[src/rtl/imem_pkg.sv]
// rtl/imem_pkg.sv - Shared types and sizing for the instruction memory loader
package imem_pkg;

  // Instruction memory geometry, shared with the memory itself
  localparam int IMEM_ADDR_W = 8;
  localparam int IMEM_DEPTH  = 256;

  // Loader session states
  typedef enum logic [2:0] {
    IDLE   = 3'd0,
    LEN_HI = 3'd1,
    LEN_LO = 3'd2,
    DATA   = 3'd3,
    WRITE  = 3'd4,
    DONE   = 3'd5,
    ERR    = 3'd6
  } state_t;

endpackage

[src/rtl/imem_loader_if.sv]
// rtl/imem_loader_if.sv - Byte stream, memory write port and status of the loader
interface imem_loader_if
  import imem_pkg::*;
#(
  parameter int ADDR_W = IMEM_ADDR_W
);

  logic              start;
  logic              in_valid;
  logic [7:0]        in_data;
  logic              in_ready;
  logic              mem_we;
  logic [ADDR_W-1:0] mem_addr;
  logic [31:0]       mem_wdata;
  logic              cpu_hold;
  logic              done;
  logic              error;
  logic [ADDR_W:0]   words_loaded;

  // Host side: drives the session start and the byte stream
  modport master (
    output start, in_valid, in_data,
    input  in_ready, mem_we, mem_addr, mem_wdata, cpu_hold, done, error, words_loaded
  );

  // Loader side
  modport slave (
    input  start, in_valid, in_data,
    output in_ready, mem_we, mem_addr, mem_wdata, cpu_hold, done, error, words_loaded
  );

endinterface

[src/rtl/byte_packer.sv]
// rtl/byte_packer.sv - Shifts four stream bytes MSB-first into a 32-bit word
module byte_packer (
  input  logic        clk,
  input  logic        rst_n,
  input  logic        i_clear,
  input  logic        i_shift,
  input  logic [7:0]  i_byte,
  output logic [31:0] o_word,
  output logic        o_word_full
);

  logic [1:0]  r_cnt;
  logic [31:0] r_word;

  // Shift register and byte counter; the counter wraps after the fourth byte
  always_ff @(posedge clk) begin
    if (!rst_n) begin
      r_cnt  <= 2'd0;
      r_word <= 32'd0;
    end else if (i_shift) begin
      r_word <= {r_word[23:0], i_byte};
      r_cnt  <= r_cnt + 2'd1;
    end else if (i_clear) begin
      r_cnt  <= 2'd0;
    end
  end

  // Flags the shift that completes a word so the FSM can leave DATA on that edge
  assign o_word_full = i_shift && (r_cnt == 2'd3);
  assign o_word      = r_word;

endmodule

[src/rtl/imem_loader.sv]
// rtl/imem_loader.sv - Boot-time byte-stream loader for the instruction memory
module imem_loader
  import imem_pkg::*;
#(
  parameter int ADDR_W = IMEM_ADDR_W,
  parameter int DEPTH  = IMEM_DEPTH
) (
  input logic          clk,
  input logic          rst_n,
  imem_loader_if.slave bus
);

  state_t            r_state;
  state_t            w_next;
  logic [15:0]       r_count;
  logic [ADDR_W-1:0] r_addr;
  logic [ADDR_W:0]   r_words;

  logic              w_in_ready;
  logic              w_mem_we;
  logic              w_done;
  logic              w_error;
  logic              w_cpu_hold;
  logic              w_xfer;
  logic              w_shift;
  logic              w_clear;
  logic              w_word_full;
  logic [31:0]       w_word;
  logic [15:0]       w_len;
  logic              w_too_long;
  logic [ADDR_W:0]   w_words_inc;
  logic              w_last_word;

  // in_ready is decoded from state only, so in_valid never reaches it combinationally
  assign w_xfer      = w_in_ready && bus.in_valid;
  assign w_shift     = (r_state == DATA) && w_xfer;
  assign w_clear     = (r_state == LEN_LO) || (r_state == WRITE);

  // Full 16-bit count as it will be once the low byte lands; compared at full width
  assign w_len       = {r_count[15:8], bus.in_data};
  assign w_too_long  = 32'(w_len) > 32'(DEPTH);
  assign w_words_inc = r_words + (ADDR_W+1)'(1);
  assign w_last_word = 32'(w_words_inc) == 32'(r_count);

  byte_packer u_packer (
    .clk         (clk),
    .rst_n       (rst_n),
    .i_clear     (w_clear),
    .i_shift     (w_shift),
    .i_byte      (bus.in_data),
    .o_word      (w_word),
    .o_word_full (w_word_full)
  );

  // State register
  always_ff @(posedge clk) begin
    if (!rst_n) begin
      r_state <= IDLE;
    end else begin
      r_state <= w_next;
    end
  end

  // Next-state logic
  always_comb begin
    w_next = r_state;
    case (r_state)
      IDLE:   if (bus.start) w_next = LEN_HI;
      LEN_HI: if (w_xfer) w_next = LEN_LO;
      LEN_LO: begin
        if (w_xfer) begin
          if (w_len == 16'd0) begin
            w_next = DONE;
          end else if (w_too_long) begin
            w_next = ERR;
          end else begin
            w_next = DATA;
          end
        end
      end
      DATA:   if (w_word_full) w_next = WRITE;
      WRITE:  w_next = w_last_word ? DONE : DATA;
      DONE:   w_next = IDLE;
      ERR:    if (bus.start) w_next = LEN_HI;
      default: w_next = IDLE;
    endcase
  end

  // Output decode from the registered state; error is sticky by virtue of ERR holding
  always_comb begin
    w_in_ready = 1'b0;
    w_mem_we   = 1'b0;
    w_done     = 1'b0;
    w_error    = 1'b0;
    w_cpu_hold = 1'b1;
    case (r_state)
      IDLE:   w_cpu_hold = 1'b0;
      LEN_HI: w_in_ready = 1'b1;
      LEN_LO: w_in_ready = 1'b1;
      DATA:   w_in_ready = 1'b1;
      WRITE:  w_mem_we   = 1'b1;
      DONE:   w_done     = 1'b1;
      ERR:    w_error    = 1'b1;
      default: w_cpu_hold = 1'b1;
    endcase
  end

  // Length latch, write address and word counter; words_loaded clears on LEN_HI entry
  always_ff @(posedge clk) begin
    if (!rst_n) begin
      r_count <= 16'd0;
      r_addr  <= '0;
      r_words <= '0;
    end else begin
      case (r_state)
        IDLE, ERR: begin
          if (bus.start) r_words <= '0;
        end
        LEN_HI: begin
          if (w_xfer) r_count[15:8] <= bus.in_data;
        end
        LEN_LO: begin
          if (w_xfer) begin
            r_count[7:0] <= bus.in_data;
            r_addr       <= '0;
          end
        end
        WRITE: begin
          // With N == DEPTH this wraps only after the final write, never mid-session
          r_addr  <= r_addr + ADDR_W'(1);
          r_words <= w_words_inc;
        end
        default: ;
      endcase
    end
  end

  assign bus.in_ready     = w_in_ready;
  assign bus.mem_we       = w_mem_we;
  assign bus.mem_addr     = r_addr;
  assign bus.mem_wdata    = w_word;
  assign bus.cpu_hold     = w_cpu_hold;
  assign bus.done         = w_done;
  assign bus.error        = w_error;
  assign bus.words_loaded = r_words;

endmodule
[src/flat_wrapper.sv]
// flat-port wrapper written by rule: the top's interface ports become plain ports
module imem_loader_flat import imem_pkg::*;
#(
  parameter int ADDR_W = IMEM_ADDR_W,
  parameter int DEPTH  = IMEM_DEPTH
)
  (clk, rst_n, bus_start, bus_in_valid, bus_in_data, bus_in_ready, bus_mem_we, bus_mem_addr, bus_mem_wdata, bus_cpu_hold, bus_done, bus_error, bus_words_loaded);
  imem_loader_if #(.ADDR_W(ADDR_W)) bus_i ();
  input logic clk;
  input logic rst_n;
  input wire logic [$bits(bus_i.start)-1:0] bus_start;
  input wire logic [$bits(bus_i.in_valid)-1:0] bus_in_valid;
  input wire logic [$bits(bus_i.in_data)-1:0] bus_in_data;
  output wire logic [$bits(bus_i.in_ready)-1:0] bus_in_ready;
  output wire logic [$bits(bus_i.mem_we)-1:0] bus_mem_we;
  output wire logic [$bits(bus_i.mem_addr)-1:0] bus_mem_addr;
  output wire logic [$bits(bus_i.mem_wdata)-1:0] bus_mem_wdata;
  output wire logic [$bits(bus_i.cpu_hold)-1:0] bus_cpu_hold;
  output wire logic [$bits(bus_i.done)-1:0] bus_done;
  output wire logic [$bits(bus_i.error)-1:0] bus_error;
  output wire logic [$bits(bus_i.words_loaded)-1:0] bus_words_loaded;
  assign bus_i.start = bus_start;
  assign bus_i.in_valid = bus_in_valid;
  assign bus_i.in_data = bus_in_data;
  assign bus_in_ready = bus_i.in_ready;
  assign bus_mem_we = bus_i.mem_we;
  assign bus_mem_addr = bus_i.mem_addr;
  assign bus_mem_wdata = bus_i.mem_wdata;
  assign bus_cpu_hold = bus_i.cpu_hold;
  assign bus_done = bus_i.done;
  assign bus_error = bus_i.error;
  assign bus_words_loaded = bus_i.words_loaded;
  imem_loader #(.ADDR_W(ADDR_W), .DEPTH(DEPTH)) u_core (.clk(clk), .rst_n(rst_n), .bus(bus_i));
endmodule
[config.mk]
export PLATFORM = sky130hd
export DESIGN_NAME = imem_loader_flat
export DESIGN_NICKNAME = d
export VERILOG_FILES = /design/src/rtl/imem_pkg.sv /design/src/rtl/imem_loader_if.sv /design/src/rtl/byte_packer.sv /design/src/rtl/imem_loader.sv /design/src/flat_wrapper.sv
export SDC_FILE = /design/constraint.sdc
export NUM_CORES = 1
export LEC_CHECK = 0
export CORE_MARGIN = 2
export CORE_UTILIZATION = 43
export DETAILED_ROUTE_END_ITERATION = 10
export GPL_ROUTABILITY_DRIVEN = 1
export PLACE_DENSITY = 0.71
export SLEW_MARGIN = 20
export SYNTH_ARGS = -nofsm -noshare
export SYNTH_HDL_FRONTEND = slang
export SYNTH_SLANG_ARGS = --single-unit
[constraint.sdc]
create_clock -name clk -period 3.8 [get_ports clk]
set_clock_uncertainty 0.2 [all_clocks]
set_input_delay 1.14 -clock clk [delete_from_list [all_inputs] [get_ports clk]]
set_output_delay 1.14 -clock clk [all_outputs]
set_load 0.02 [all_outputs]
==> flow_metrics.env, run 1 <==
export IMPL_port_buffers=65
export IMPL_totalWireLength_um=8480
export IMPL_max_freq_ghz=0.296
export IMPL_avgSynthCellArea_um2=7.92
export IMPL_grt_first_pass_wirelength_um=14400
export IMPL_die_area_um2=8570
export IMPL_synth_edf_count=0
export IMPL_r2r_slack_ps=1090
export IMPL_cp_required_ps=2460
export IMPL_rsz0062_at_grt="false"
export IMPL_fin_total_pwr_mw=1.71
export IMPL_synthToLayoutAreaGrowth_pct=29.1
export IMPL_post_cts_setup_buffers=0
export IMPL_synth_commonest_cells="nand2_1, dfxtp_1, a21boi_1, clkbuf_1, a21oi_1"
export IMPL_ys_types=54
export IMPL_clk_latency_ps=360
export IMPL_setup_slack_ps=425
export IMPL_clock_sinks=70
export IMPL_clockRootBuffer="clkbuf_8"
export IMPL_postLayoutCellArea_um2=4350
export IMPL_path_max_fanout=18
export IMPL_grt_pass1_vias=3041
export IMPL_power_density_nw_per_um2=392
export IMPL_drc=0
export IMPL_synth_seq_cells=70
export IMPL_synth_xor_area_share_pct=2.08
export IMPL_reg2reg_from="u_core.bus.words_loaded[0]"
export IMPL_nFillCells=696
export IMPL_drt_iter0_markers=153
export IMPL_synth_warnings=0
export IMPL_internal_power_mw=1.23
export IMPL_endpoint_kind="output port"
export IMPL_cts_made_buffers=9
export IMPL_seq_area_frac_synth_pct=41.6
export IMPL_met2_usage_pct=34.6
export IMPL_synth_mux_area_share_pct=0.594
export IMPL_crit_path_top_delay_cell="clkdlybuf4s50_1"
export IMPL_slew_viol_final=0
export IMPL_grtUsageTotal_pct=21.1
export IMPL_synth_area_leaders="dfxtp_1, nand2_1, a21boi_1"
export IMPL_crit_path_cell_trace="nor2_1 -> nand2_1 -> inv_2 -> clkdlybuf4s50_1"
export IMPL_finalCritPeriodShare_pct=88.8
export IMPL_status="finished, final reports clean"
export IMPL_first_pass_iters=4
export IMPL_slew_headroom_pct=62.0
export IMPL_syn_num_nets=441
export IMPL_critPathCapture="bus_mem_we"
export IMPL_max_cap_violations=0
export IMPL_max_stage_delay_ps=670
export IMPL_place_gp_congestion=0.757
export IMPL_synth_simple_area_share_pct=28.1
export IMPL_synthArstFlopShare_pct=0
export IMPL_clockBufferDepth=2
export IMPL_synth_cells=426
export IMPL_synthAdderAreaFrac_pct=1.11
export IMPL_ctsHoldBuffers=0
export IMPL_synth_top_family_by_area="simple AND/OR/NAND/NOR gates"
export IMPL_cts_clk_slew_worst_paths_ps=80
export IMPL_core_area_um2=7650
export IMPL_pwr_share_seq_pct=44.9
export IMPL_p_sw_uw=475
export IMPL_synth_top_area_share_pct=41.6
export IMPL_period_minus_slack_ps=3370
export IMPL_finalHoldViolations=0
export IMPL_cts_resized=0
export IMPL_die_w_um=92.6
export IMPL_antenna_cells=0
export IMPL_leakagePower_nw=1.57
export IMPL_synth_area_um2=3370
export IMPL_grt_overflow=0
export IMPL_place_area_um2=4120
export IMPL_tritoncts="done"
export IMPL_grt_antenna_before_repair=0
export IMPL_hold_class="reg -> reg"
export IMPL_via_per_inst=5.28
export IMPL_start_kind="flip-flop"
export IMPL_synth_compound_area_share_pct=22.1
export IMPL_timing_rr_end="u_core.r_state[1]"
export IMPL_ys_flop_type="dfxtp_1"
export IMPL_drive_gt1_share_pct=7.51
export IMPL_die_h_um=92.6
export IMPL_fin_hold_ws_ps=252
export IMPL_crit_start="u_core.r_state[1]"
export IMPL_synth_largest_area_cell="dfxtp_1"
export IMPL_power_frac_clock_pct=40.8
export IMPL_final_setup_tns_ps=0
export IMPL_setup_worst_path_class="reg -> out"
export IMPL_ir_worst_vdd_uv=228
export IMPL_start_util_pct=44.1
export IMPL_dp_hpwl_um=5790
export IMPL_drtAntennaViolNets=0
export IMPL_p_comb_share_pct=14.3
export IMPL_dp_slack_ps=146
export IMPL_yosysMostFrequentCell="nand2_1"
export IMPL_finalSetupViolations=0
export IMPL_finalNetCount=503
export IMPL_use_met3_pct=5.94
export IMPL_htree_levels=3
export IMPL_ios=66
export IMPL_swShare_pct=27.8
export IMPL_grt_start_max_net_pins=43
export IMPL_fp_row_count=32
export IMPL_crit_arrival_ps=2030
export IMPL_reg2reg_depth=7
export IMPL_grt_util_met1_pct=25.9
export IMPL_vias=3140
export IMPL_max_slew_worst_pin_slew_ps=555
export IMPL_grt_busiest_layer="met2"
export IMPL_post_drt_wl_per_cell_um=14.3
## cell type report
cell class	instances	area, µm²	share of cell area (%)
clock buffer	9	124	2.85
clock inverter	7	104	2.39
inverter	6	25.0	0.575
multi-input combinational	322	1820	41.8
sequential	70	1400	32.2
tap	102	128	2.93
timing repair buffer	79	751	17.3
## worst max-delay path, delay by kind of cell (launching register included)
kind	cells	cell delay, ps
buffers and inverters	2	930
flip-flops	1	410
AND/OR/NAND/NOR	2	330
## metrics by stage
stage	utilization [%]	instances
floorplan	-	426
global route	56.9	595
detailed placement	53.9	579
CTS	56.9	595
finish	56.9	595
global placement	53.9	579
## metal layers
layer | vias up | wire (µm)
met3 | 14 | 561
li1 | 1591 | -
met5 | - | 0
met1 | 1447 | 3830
met4 | 0 | 157
met2 | 88 | 3930
## power groups by stage
stage | Combinational, mW | Sequential [mW] | Clock, mW
4_1_cts | 0.244 | 0.767 | 0.704
5_1_grt | 0.268 | 0.770 | 0.734
3_3_place_gp | 0.237 | 0.783 | 0
6_report | 0.244 | 0.767 | 0.697
2_1_floorplan | 0.166 | 0.779 | 0
3_5_place_dp | 0.243 | 0.784 | 0
## worst min-delay path by stage
| stage | start | endpoint | slack (ps) | cells past startpoint |
|---|---|---|---|---|
| global placement | u_core.r_count[10] | u_core.r_count[10] | 240 | 2 |
| finish | u_core.r_count[11] | u_core.r_count[11] | 250 | 2 |
| CTS | u_core.r_count[11] | u_core.r_count[11] | 250 | 2 |
| floorplan | u_core.r_count[11] | u_core.r_count[11] | 230 | 2 |
| global route | u_core.r_count[13] | u_core.r_count[13] | 280 | 2 |
| detailed placement | u_core.r_count[11] | u_core.r_count[11] | 240 | 2 |
## logic make-up (layout without fill, tap and decap cells)
logic type,after synthesis,count (layout)
buffers and inverters,34,101
AO/OA/AOI/OAI,106,106
adder cells (fa/ha/maj),3,3
XOR/XNOR,8,8
multiplexers,2,2
flip-flops,70,70
AND/OR/NAND/NOR,203,203
## cells in the final DEF, fill, tap and decap left out, drive strengths merged, types with 10 or more instances in the layout
master	instances
a21boi	50
a21oi	16
buf	15
clkdlybuf4s50	64
dfxtp	70
nand2	120
nand3	10
nor2	14
nor2b	15
o21ai	13
## flip-flops by register name (all words and copies together), names as in the netlist
name / flops
u_core.bus.mem_addr: 8
u_core.bus.words_loaded: 9
u_core.r_count: 16
u_core.r_state: 3
u_core.u_packer.o_word: 32
u_core.u_packer.r_cnt: 2
Note: power is estimated with default switching activity, not from simulation.
==> run 2: changes to the inputs <==
--- a/config.mk
+++ b/config.mk
@@ -10,6 +10,7 @@
 export DETAILED_ROUTE_END_ITERATION = 10
 export GPL_ROUTABILITY_DRIVEN = 1
 export PLACE_DENSITY = 0.71
+export REMOVE_ABC_BUFFERS = 1
 export SLEW_MARGIN = 20
 export SYNTH_ARGS = -nofsm -noshare
 export SYNTH_HDL_FRONTEND = slang
==> flow_metrics.env, run 2 (synthesis results as in run 1) <==
export IMPL_slew_headroom_pct=49.6
export IMPL_grt_antenna_before_repair=0
export IMPL_cts_made_buffers=9
export IMPL_p_sw_uw=443
export IMPL_core_area_um2=7650
export IMPL_timing_rr_end="u_core.r_state[2]"
export IMPL_holdPathEnd="u_core.r_count[10]"
export IMPL_max_slew_worst_pin_slew_ps=755
export IMPL_drive_gt1_share_pct=6.37
export IMPL_setup_worst_path_class="reg -> out"
export IMPL_period_minus_slack_ps=3500
export IMPL_ios=66
export IMPL_cts_resized=0
export IMPL_multiInputGateArea_um2=1820
export IMPL_clock_sinks=70
export IMPL_ctsHoldBuffers=0
export IMPL_use_met3_pct=2.77
export IMPL_post_drt_wl_per_cell_um=13.2
export IMPL_grt_start_max_net_pins=33
export IMPL_postLayoutCellArea_um2=4260
export IMPL_utilization_pct=55.7
export IMPL_via_per_inst=5.34
export IMPL_htree_levels=3
export IMPL_drc=0
export IMPL_dp_slack_ps=177
export IMPL_final_cell_mix="nand2_1, dfxtp_1, clkdlybuf4s50_1"
export IMPL_fin_cells=589
export IMPL_power_frac_clock_pct=35.4
export IMPL_worstHoldPathCells=2
export IMPL_crit_arrival_ps=2160
export IMPL_grt_busiest_layer="met2"
export IMPL_dp_hpwl_um=5520
export IMPL_clockRootBuffer="clkbuf_8"
export IMPL_fin_hold_ws_ps=252
export IMPL_place_area_um2=4080
export IMPL_grt_first_pass_wirelength_um=13200
export IMPL_start_util_pct=44.1
export IMPL_register_area_um2=1400
export IMPL_finalHoldViolations=0
export IMPL_rsz0062_at_grt="false"
export IMPL_holdCritStartpoint="u_core.r_count[10]"
export IMPL_leakagePower_nw=1.51
export IMPL_p_comb_share_pct=14.7
export IMPL_swShare_pct=28.6
export IMPL_clockBufferDepth=2
export IMPL_dp_cells=573
export IMPL_drt_iter0_markers=155
export IMPL_finalNetCount=497
export IMPL_largest_register_ffs=32
export IMPL_fp_row_count=32
export IMPL_grtUsageTotal_pct=19.0
export IMPL_path_max_fanout=20
export IMPL_die_area_um2=8570
export IMPL_fin_total_pwr_mw=1.55
export IMPL_finalCritPeriodShare_pct=92.0
export IMPL_post_cts_setup_buffers=0
export IMPL_synthToLayoutAreaGrowth_pct=26.4
export IMPL_ir_worst_vdd_uv=208
export IMPL_setup_slack_ps=305
export IMPL_reg2reg_from="u_core.bus.words_loaded[0]"
export IMPL_totalWireLength_um=7790
export IMPL_pwr_share_seq_pct=49.9
export IMPL_met2_usage_pct=31.2
export IMPL_grt_overflow=0
export IMPL_vias=3147
export IMPL_clk_latency_ps=350
export IMPL_die_h_um=92.6
export IMPL_first_pass_iters=4
export IMPL_grt_util_met1_pct=25.0
export IMPL_die_w_um=92.6
export IMPL_internal_power_mw=1.11
export IMPL_hold_class="reg -> reg"
export IMPL_finalSetupViolations=0
export IMPL_r2r_slack_ps=1160
export IMPL_final_common_cell="nand2_1"
export IMPL_max_cap_violations=0
export IMPL_port_buffers=65
export IMPL_reg2reg_depth=7
export IMPL_drtAntennaViolNets=0
export IMPL_cp_required_ps=2460
export IMPL_grt_pass1_vias=2856
export IMPL_nFillCells=717
export IMPL_final_setup_tns_ps=0
export IMPL_cts_clk_slew_worst_paths_ps=70
export IMPL_tritoncts="done"
export IMPL_status="finished, final reports clean"
export IMPL_start_kind="flip-flop"
export IMPL_place_gp_congestion=0.847
export IMPL_power_density_nw_per_um2=363
export IMPL_max_freq_ghz=0.286
export IMPL_slew_viol_final=0
export IMPL_antenna_cells=0
export IMPL_endpoint_kind="output port"
-- run 2: area by class of cell --
cell class	count	share of cell area, %
multi-input combinational	322	42.7
sequential	70	32.9
timing repair buffer	73	16.6
clock buffer	10	3.23
tap	102	2.99
clock inverter	6	1.09
inverter	6	0.587
-- run 2: worst max path at each step --
| stage | cells after the start | endpoint | slack (ps) | startpoint |
|---|---|---|---|---|
| final | 4 | bus_mem_we | 300 | u_core.r_state[1] |
| after global routing | 4 | bus_mem_we | 160 | u_core.r_state[1] |
| after CTS | 4 | bus_mem_we | 300 | u_core.r_state[1] |
| after detailed placement | 7 | u_core.r_state[2] | 180 | bus_in_data[5] |
| after global placement | 7 | u_core.r_state[2] | 210 | bus_in_data[5] |
| after floorplan | 6 | u_core.r_state[2] | 750 | bus_in_data[0] |
-- run 2: per-layer routing --
layer	up-vias	wire length [µm]
met5	-	0
met4	0	150
met3	10	182
met2	47	3760
met1	1514	3700
li1	1576	-
-- run 2: power by group through the flow --
stage / Combinational [mW] / Sequential (mW) / Clock, mW
final: 0.228 / 0.772 / 0.548
after floorplan: 0.132 / 0.793 / 0
after CTS: 0.229 / 0.772 / 0.563
after global routing: 0.253 / 0.775 / 0.591
after global placement: 0.223 / 0.789 / 0
after detailed placement: 0.228 / 0.789 / 0
-- run 2: critical path: stages (launching register included) --
cell,delay (ps)
dfxtp_1,500
nor2_1,250
nand2_1,110
inv_2,290
clkdlybuf4s50_1,670
==> run 3: changes to the inputs <==
--- a/config.mk
+++ b/config.mk
@@ -6,10 +6,10 @@
 export NUM_CORES = 1
 export LEC_CHECK = 0
 export CORE_MARGIN = 2
-export CORE_UTILIZATION = 43
+export CORE_UTILIZATION = 50
 export DETAILED_ROUTE_END_ITERATION = 10
 export GPL_ROUTABILITY_DRIVEN = 1
-export PLACE_DENSITY = 0.71
+export PLACE_DENSITY = 0.81
 export REMOVE_ABC_BUFFERS = 1
 export SLEW_MARGIN = 20
 export SYNTH_ARGS = -nofsm -noshare
==> flow_metrics.env, run 3 (synthesis results as in run 1) <==
export IMPL_nFillCells=551
export IMPL_ctsHoldBuffers=0
export IMPL_fin_cells=564
export IMPL_htree_levels=3
export IMPL_period_minus_slack_ps=3500
export IMPL_leakagePower_nw=1.53
export IMPL_grt_first_pass_wirelength_um=13000
export IMPL_fp_row_count=29
export IMPL_dp_hpwl_um=5330
export IMPL_clk_latency_ps=340
export IMPL_clockRootBuffer="clkbuf_8"
export IMPL_vias=3168
export IMPL_drtAntennaViolNets=0
export IMPL_finalSetupViolations=0
export IMPL_final_setup_tns_ps=0
export IMPL_die_h_um=86.1
export IMPL_final_cell_mix="nand2_1, dfxtp_1, clkdlybuf4s50_1"
export IMPL_antenna_cells=0
export IMPL_timing_rr_end="u_core.r_state[1]"
export IMPL_slew_headroom_pct=49.9
export IMPL_max_cap_violations=0
export IMPL_ios=66
export IMPL_tritoncts="done"
export IMPL_clock_sinks=70
export IMPL_cts_clk_slew_worst_paths_ps=80
export IMPL_largest_register_ffs=32
export IMPL_pwr_share_seq_pct=46.2
export IMPL_start_util_pct=52.5
export IMPL_setup_slack_ps=300
export IMPL_port_buffers=65
export IMPL_place_gp_congestion=0.848
export IMPL_drt_iter0_markers=156
export IMPL_hold_class="reg -> reg"
export IMPL_endpoint_kind="output port"
export IMPL_finalCritPeriodShare_pct=92.1
export IMPL_dp_slack_ps=164
export IMPL_r2r_slack_ps=1160
export IMPL_clockBufferDepth=2
export IMPL_cts_resized=0
export IMPL_reg2reg_from="u_core.bus.words_loaded[0]"
export IMPL_drt_met1_wl_um=3610
export IMPL_grtUsageTotal_pct=21.7
export IMPL_internal_power_mw=1.23
export IMPL_multiInputGateArea_um2=1820
export IMPL_grt_overflow=0
export IMPL_worstHoldPathCells=2
export IMPL_setup_worst_path_class="reg -> out"
export IMPL_post_drt_wl_per_cell_um=13.8
export IMPL_power_density_nw_per_um2=391
export IMPL_synthToLayoutAreaGrowth_pct=26.8
export IMPL_register_area_um2=1400
export IMPL_totalWireLength_um=7790
export IMPL_holdPathEnd="u_core.u_packer.o_word[24]"
export IMPL_finalHoldViolations=0
export IMPL_dr_wl_met2_um=3720
export IMPL_holdCritStartpoint="u_core.u_packer.o_word[24]"
export IMPL_slew_viol_final=0
export IMPL_via_per_inst=5.62
export IMPL_p_sw_uw=437
export IMPL_swShare_pct=26.2
export IMPL_grt_pass1_vias=2847
export IMPL_max_slew_worst_pin_slew_ps=752
export IMPL_rsz0062_at_grt="false"
export IMPL_core_area_um2=6420
export IMPL_cts_made_buffers=9
export IMPL_reg2reg_depth=7
export IMPL_drive_gt1_share_pct=6.37
export IMPL_max_freq_ghz=0.286
export IMPL_topRoutingLayerUsed="met4"
export IMPL_grt_start_max_net_pins=38
export IMPL_path_max_fanout=20
export IMPL_die_w_um=86.1
export IMPL_status="finished, final reports clean"
export IMPL_crit_arrival_ps=2160
export IMPL_ir_worst_vdd_uv=269
export IMPL_grt_antenna_before_repair=0
export IMPL_p_comb_share_pct=13.6
export IMPL_die_area_um2=7420
export IMPL_start_kind="flip-flop"
export IMPL_power_frac_clock_pct=40.3
export IMPL_finalNetCount=498
export IMPL_post_cts_setup_buffers=0
export IMPL_first_pass_iters=5
export IMPL_drc=0
export IMPL_final_common_cell="nand2_1"
export IMPL_dp_cells=549
export IMPL_cp_required_ps=2460
export IMPL_dr_wl_met3_um=291
==> run 3: power by group through the flow <==
| stage | Clock [mW] | Combinational, mW | Sequential, mW |
|---|---|---|---|
| final | 0.673 | 0.226 | 0.772 |
| after global routing | 0.716 | 0.248 | 0.775 |
| after CTS | 0.683 | 0.226 | 0.771 |
| after detailed placement | 0 | 0.225 | 0.789 |
| after global placement | 0 | 0.222 | 0.788 |
| after floorplan | 0 | 0.132 | 0.793 |
==> run 3: critical path, cell delays in order, from the launching register on <==
cell             delay [ps]
dfxtp_1                 490
nor2_1                  250
nand2_1                 110
inv_2                   290
clkdlybuf4s50_1         670
==> run 3: through the flow <==
step	total power [mW]	utilization [%]	hold WS, ps	cell area (µm²)
detailed placement	1.01	63.1	242	4060
floorplan	0.925	-	230	3250
CTS	1.68	66.6	253	4280
finish	1.67	66.6	252	4280
global route	1.74	66.6	278	4280
global placement	1.01	63.1	238	4060
==> run 3: worst max-delay path by stage <==
stage	from	end	slack, ps	depth (start not counted)
floorplan	bus_in_data[0]	u_core.r_state[2]	750	6
global placement	bus_in_data[6]	u_core.r_state[2]	240	7
detailed placement	bus_in_data[6]	u_core.r_state[2]	160	7
CTS	u_core.r_state[1]	bus_mem_we	330	4
global route	u_core.r_state[1]	bus_mem_we	180	4
finish	u_core.r_state[1]	bus_mem_we	300	4
==> run 3: layout make-up <==
cell class | count | share of cell area [%]
Timing Repair Buffer | 74 | 16.7
Sequential cell | 70 | 32.8
Clock buffer | 10 | 3.22
Clock inverter | 5 | 1.96
Inverter | 6 | 0.585
Multi-Input combinational cell | 322 | 42.5
Tap cell | 77 | 2.25
==> run 3: routing by layer <==
metal	vias to the layer above	global-route usage, %
met3	17	3.95
li1	1580	-
met5	-	0
met4	0	10.4
met1	1496	28.5
met2	75	34.2
